<file path="config.mk">
export PLATFORM = sky130hd
export DESIGN_NAME = pwm_multi_gen
export DESIGN_NICKNAME = d
export VERILOG_FILES = /design/src/rtl/pwm_multi_gen.sv
export SDC_FILE = /design/constraint.sdc
export NUM_CORES = 1
export LEC_CHECK = 0
export ABC_AREA = 1
export CAP_MARGIN = 20
export CORE_MARGIN = 2
export CORE_UTILIZATION = 30
export CTS_CLUSTER_SIZE = 16
export DETAILED_ROUTE_END_ITERATION = 8
export GPL_TIMING_DRIVEN = 0
export PLACE_DENSITY = 0.46
export SYNTH_ARGS = -nofsm -noshare
export SYNTH_HDL_FRONTEND = slang
export SYNTH_SLANG_ARGS = --single-unit
</file>
<file path="constraint.sdc">
create_clock -name clk -period 2.6 [get_ports clk]
set_input_delay 0.65 -clock clk [delete_from_list [all_inputs] [get_ports clk]]
set_output_delay 0.65 -clock clk [all_outputs]
set_load 0.02 [all_outputs]
</file>
<file path="src/rtl/pwm_multi_gen.sv">
// Multi-channel PWM / servo generator. One prescaler and one period counter are shared
// by all channels. Duty and mode are double-buffered and only change at a period boundary.
module pwm_multi_gen #(
  parameter int unsigned CHANNELS = 3,
  parameter int unsigned RES      = 8,
  parameter int unsigned PRESC_W  = 16
) (
  input  logic                clk,
  input  logic                rst_n,
  input  logic                ena,
  input  logic                cfg_we,
  input  logic [2:0]          cfg_addr,
  input  logic [RES-1:0]      cfg_wdata,
  input  logic                mode,
  input  logic [PRESC_W-1:0]  prescale,
  output logic [CHANNELS-1:0] pwm_out,
  output logic                period_tick
);

  localparam int unsigned CW = RES + 5;
  localparam logic [CW-1:0] PWM_TERM   = CW'((1 << RES) - 1);
  localparam logic [CW-1:0] SERVO_TERM = CW'(20 * (1 << RES) - 1);
  localparam logic [CW-1:0] SERVO_BASE = CW'(1 << RES);

  typedef enum logic {MODE_PWM = 1'b0, MODE_SERVO = 1'b1} mode_e;

  mode_e                r_mode;
  logic [PRESC_W-1:0]   r_presc_cnt;
  logic [CW-1:0]        r_cnt;
  logic [RES-1:0]       r_pending [CHANNELS];
  logic [RES-1:0]       r_active  [CHANNELS];

  logic                 w_tick;
  logic                 w_wrap;
  logic [CW-1:0]        w_term;
  logic [CW-1:0]        w_thresh [CHANNELS];
  logic [CHANNELS-1:0]  w_cmp;

  // The >= compares let a live reduction of prescale (or a stale count) recover at once.
  always_comb begin
    w_tick = ena && (r_presc_cnt >= prescale);
    w_term = (r_mode == MODE_SERVO) ? SERVO_TERM : PWM_TERM;
    w_wrap = w_tick && (r_cnt >= w_term);
    for (int unsigned i = 0; i < CHANNELS; i++) begin
      w_thresh[i] = ((r_mode == MODE_SERVO) ? SERVO_BASE : '0) + CW'(r_active[i]);
      w_cmp[i]    = r_cnt < w_thresh[i];
    end
  end

  always_ff @(posedge clk or negedge rst_n) begin
    if (!rst_n) begin
      r_presc_cnt <= '0;
      r_cnt       <= '0;
      period_tick <= 1'b0;
    end else if (!ena) begin
      r_presc_cnt <= '0;
      r_cnt       <= '0;
      period_tick <= 1'b0;
    end else begin
      r_presc_cnt <= w_tick ? '0 : r_presc_cnt + PRESC_W'(1);
      if (w_tick) begin
        r_cnt <= w_wrap ? '0 : r_cnt + CW'(1);
      end
      period_tick <= w_wrap;
    end
  end

  // Active takes the pre-edge pending value, so a write on the wrap clk lands one period later.
  always_ff @(posedge clk or negedge rst_n) begin
    if (!rst_n) begin
      r_mode <= MODE_PWM;
      for (int unsigned i = 0; i < CHANNELS; i++) begin
        r_pending[i] <= '0;
        r_active[i]  <= '0;
      end
    end else begin
      if (w_wrap) begin
        r_mode <= mode_e'(mode);
      end
      for (int unsigned i = 0; i < CHANNELS; i++) begin
        if (w_wrap) begin
          r_active[i] <= r_pending[i];
        end
        if (cfg_we && (cfg_addr == 3'(i))) begin
          r_pending[i] <= cfg_wdata;
        end
      end
    end
  end

  always_ff @(posedge clk or negedge rst_n) begin
    if (!rst_n) begin
      pwm_out <= '0;
    end else if (!ena) begin
      pwm_out <= '0;
    end else begin
      pwm_out <= w_cmp;
    end
  end

endmodule
</file>
==> results of run 1 <==
==> metrics by stage <==
stage | instance area [µm²] | setup slack (ns) | setup TNS (ns) | util [%]
detailed placement | 5380 | -0.268 | -8.26 | 35.1
finish | 5720 | 0.179 | 0 | 37.4
floorplan | 4740 | 0.572 | 0 | -
global placement | 5350 | -2.21 | -188.31 | 35.0
global route | 5720 | 0.00990 | 0 | 37.4
CTS | 5710 | 0.0829 | 0 | 37.3
==> per-layer routing <==
layer / vias up / share of wire [%] / GRT usage [%]
met4: 0 / 1.7 / 5.00
met3: 14 / 3.2 / 2.27
met5: - / 0 / 0
met1: 1810 / 48 / 19.4
li1: 2029 / - / -
met2: 65 / 47 / 24.5
==> cell usage after synthesis (all sizes together) <==
library cell,n
nand4,51
nand2,164
nor2,43
inv,86
dfrtp,82
o21ai,34
xor2,9
buf,10
a21oi,23
nand3b,2
ha,42
a41oi,1
nor3,12
nand3,17
a21o,3
clkbuf,8
xnor2,3
a31o,1
==> cell usage in the layout (no fill, tap or decap), types with 3 or more instances in the layout <==
cell               n
a21oi_1           22
clkdlybuf4s50_1   34
nand2_1          159
xor2_1             9
nand2_2            4
o21ai_0           34
a21o_1             3
clkbuf_1           8
nand4_1           51
clkbuf_16          9
nand3_1           15
ha_1              42
dfrtp_1           82
nor3_1            11
inv_1             84
bufinv_16          3
nor2_1            41
xnor2_1            3
buf_4              7
==> state kept, by name (all words and copies together) (netlist names) <==
register     flops
r_active        24
r_pending       24
r_presc_cnt     16
r_cnt           13
pwm_out          3
period_tick      1
r_mode           1
==> final cells by class <==
type,count,area (µm²),area share (%)
plain buffers,18,109,1.90
repair buffers,36,375,6.56
clock buffers,10,229,4.00
flip-flops and latches,82,2050,35.9
multi-input cells,405,2270,39.6
well taps,211,264,4.61
clock inverters,5,104,1.81
inverters,86,323,5.64
==> where the power goes <==
part	leakage, nW	internal (W)	switching (W)
Clock	0.163	0.000934	0.000514
Combinational	1.69	0.0000945	0.000116
Sequential	1.11	0.00135	0.0000508
Total	2.96	0.00238	0.000680
==> critical path, delay by kind of cell <==
family,cells,cell delay (ns)
buffers and inverters,5,0.97
adder cells (fa/ha/maj),1,0.28
AND/OR/NAND/NOR,9,0.80
==> cells by family after synthesis <==
group | Yosys count
flip-flops | 82
buffers and inverters | 104
AO/OA/AOI/OAI | 62
XOR/XNOR | 12
adder cells (fa/ha/maj) | 42
AND/OR/NAND/NOR | 289
==> how the worst min path moves through the flow <==
stage                         from              to  slack, ns  cells after the start
floorplan                    rst_n     period_tick       0.35                      0
global placement    r_presc_cnt[0]  r_presc_cnt[0]       0.45                      1
detailed placement  r_presc_cnt[0]  r_presc_cnt[0]       0.45                      1
CTS                          rst_n   r_pending[14]       0.30                      1
global route                 rst_n   r_pending[14]       0.33                      1
finish                       rst_n   r_pending[14]       0.29                      1
==> results.toml, run 1 <==
[drt]
drt_first_pass_iters = 4
drc = 0
drt_wl_total_um = 11300
via_count = 3918
antenna_left = 0
routedWlPerCell_um = 13.2
drt-initial-drc-count = 264
viasPerCell = 4.59

[die]
initial_utilization_pct = 30.9
die_h_um = 130
io_pins = 36
die_area_um2 = 16800
coreArea_um2 = 15300
num_rows = 45
die_width_um = 130

[global_route]
globalRouteOverflowTotal = 0
grt_pass1_wl_um = 19200
grtUsageTotal_pct = 14.6
grt_start_max_net_pins = 45
antenna_found_initial = 0
grt_pass1_vias = 3881

[worst_setup_path]
worstSetupStartpoint = "prescale[7]"
required_ns = 2.88
cp_common_cell = "nand2_1"
startpoint_type = "primary input"
crit_slowest_cell = "clkdlybuf4s50_1"
rrSetupSlack_ns = 0.48
cp_cell_sequence = "clkdlybuf4s50_1, inv_1, ha_1, nand2_1, inv_1, nand2_1, nor2_1, nor2_1, nand2_1, nand2_1, nand2_2, buf_4, buf_4, nand4_1, nand2_1"
cp_slowest_stage_delay_ns = 0.45
path_max_fanout = 10
cp.arrival_ns = 2.70
timing.rr.start = "r_cnt[1]"
worst_setup_path_end_kind = "register"
r2r_cells = 11
crit_type = "primary input to register"
worstSetupEndpoint = "r_active[16]"
worst_r2r_endpoint = "r_active[17]"

[run_status]
outcome = "finished clean"

[synth]
syn_nets = 665
synth_top_family_by_area = "simple AND/OR/NAND/NOR gates"
synth-simple-area-share_pct = 27.4
synth_seq_cells = 82
syn_area_per_cell_um2 = 8.02
yosysTopAreaCellShare_pct = 43.3
synthAdderAreaFrac_pct = 11.1
yosys_warnings = 0
muxShareOfSynthArea_pct = 0
synth_cell_types = 26
synth_compound_area_share_pct = 6.87
synth_xor_area_share_pct = 2.22
netlist.top_cell.by_area = "dfrtp_1"
yosys-top-cells-area = "dfrtp_1 (43%), nand2_1 (13%), ha_1 (11%)"
synth_area_um2 = 4740
ys_seq_area_share_pct = 43.3
synthCells = 591

[pwr]
power_density_nw_per_um2 = 534
p_total_w = 0.00306
peakVddDrop_mv = 0.237
total_leakage_power_nw = 2.96

[clock_tree]
clk_latency_ns = 0.34
htreeDepth = 3
clock-root-buffer = "clkbuf_16"
cts_buffer_depth = 2
cts.sinks = 82
cts_hold_buf = 0
cts_setup_buffers = 0
path_clk_slew_ns = 0.06
cts_tree = "yes"
ctsResizeCount = 0
cts_buffers = 9

[placed_design]
dp_cells = 838
gp_congestion = 0.837
place_hpwl_um = 8480
numPortBuffers = 35

[sta]
rsz0062_at_grt = "false"
fin_skew_ns = 0.00745
drv_slew = 0
finalHoldViolations = 0
fmax_mhz = 413
relSlewSlack_pct = 61.4
holdWs_ns = 0.287
period_needed_ns = 2.42
fin_crit_sh_pct = 93.1
setup_viol = 0
worstMarginPinSlew_ns = 0.579

[finish]
drive_gt1_share_pct = 6.39
num_antenna_cells = 0
final_nets = 712
fin_cells = 853
syn2layout_area_growth_pct = 20.8
fillers = 1613

[run]
maxCapViolCount = 0

[min_path]
hold_path_class = "primary input to asynchronous set/reset pin"
Note: power is estimated with default switching activity, not from simulation.
==> inputs of run 2 (changes only) <==
Settings changed: CTS_CLUSTER_SIZE 16 to not set.
==> results of run 2 <==
Same layout as run 1: the final DEF is identical, and so are final timing and power.
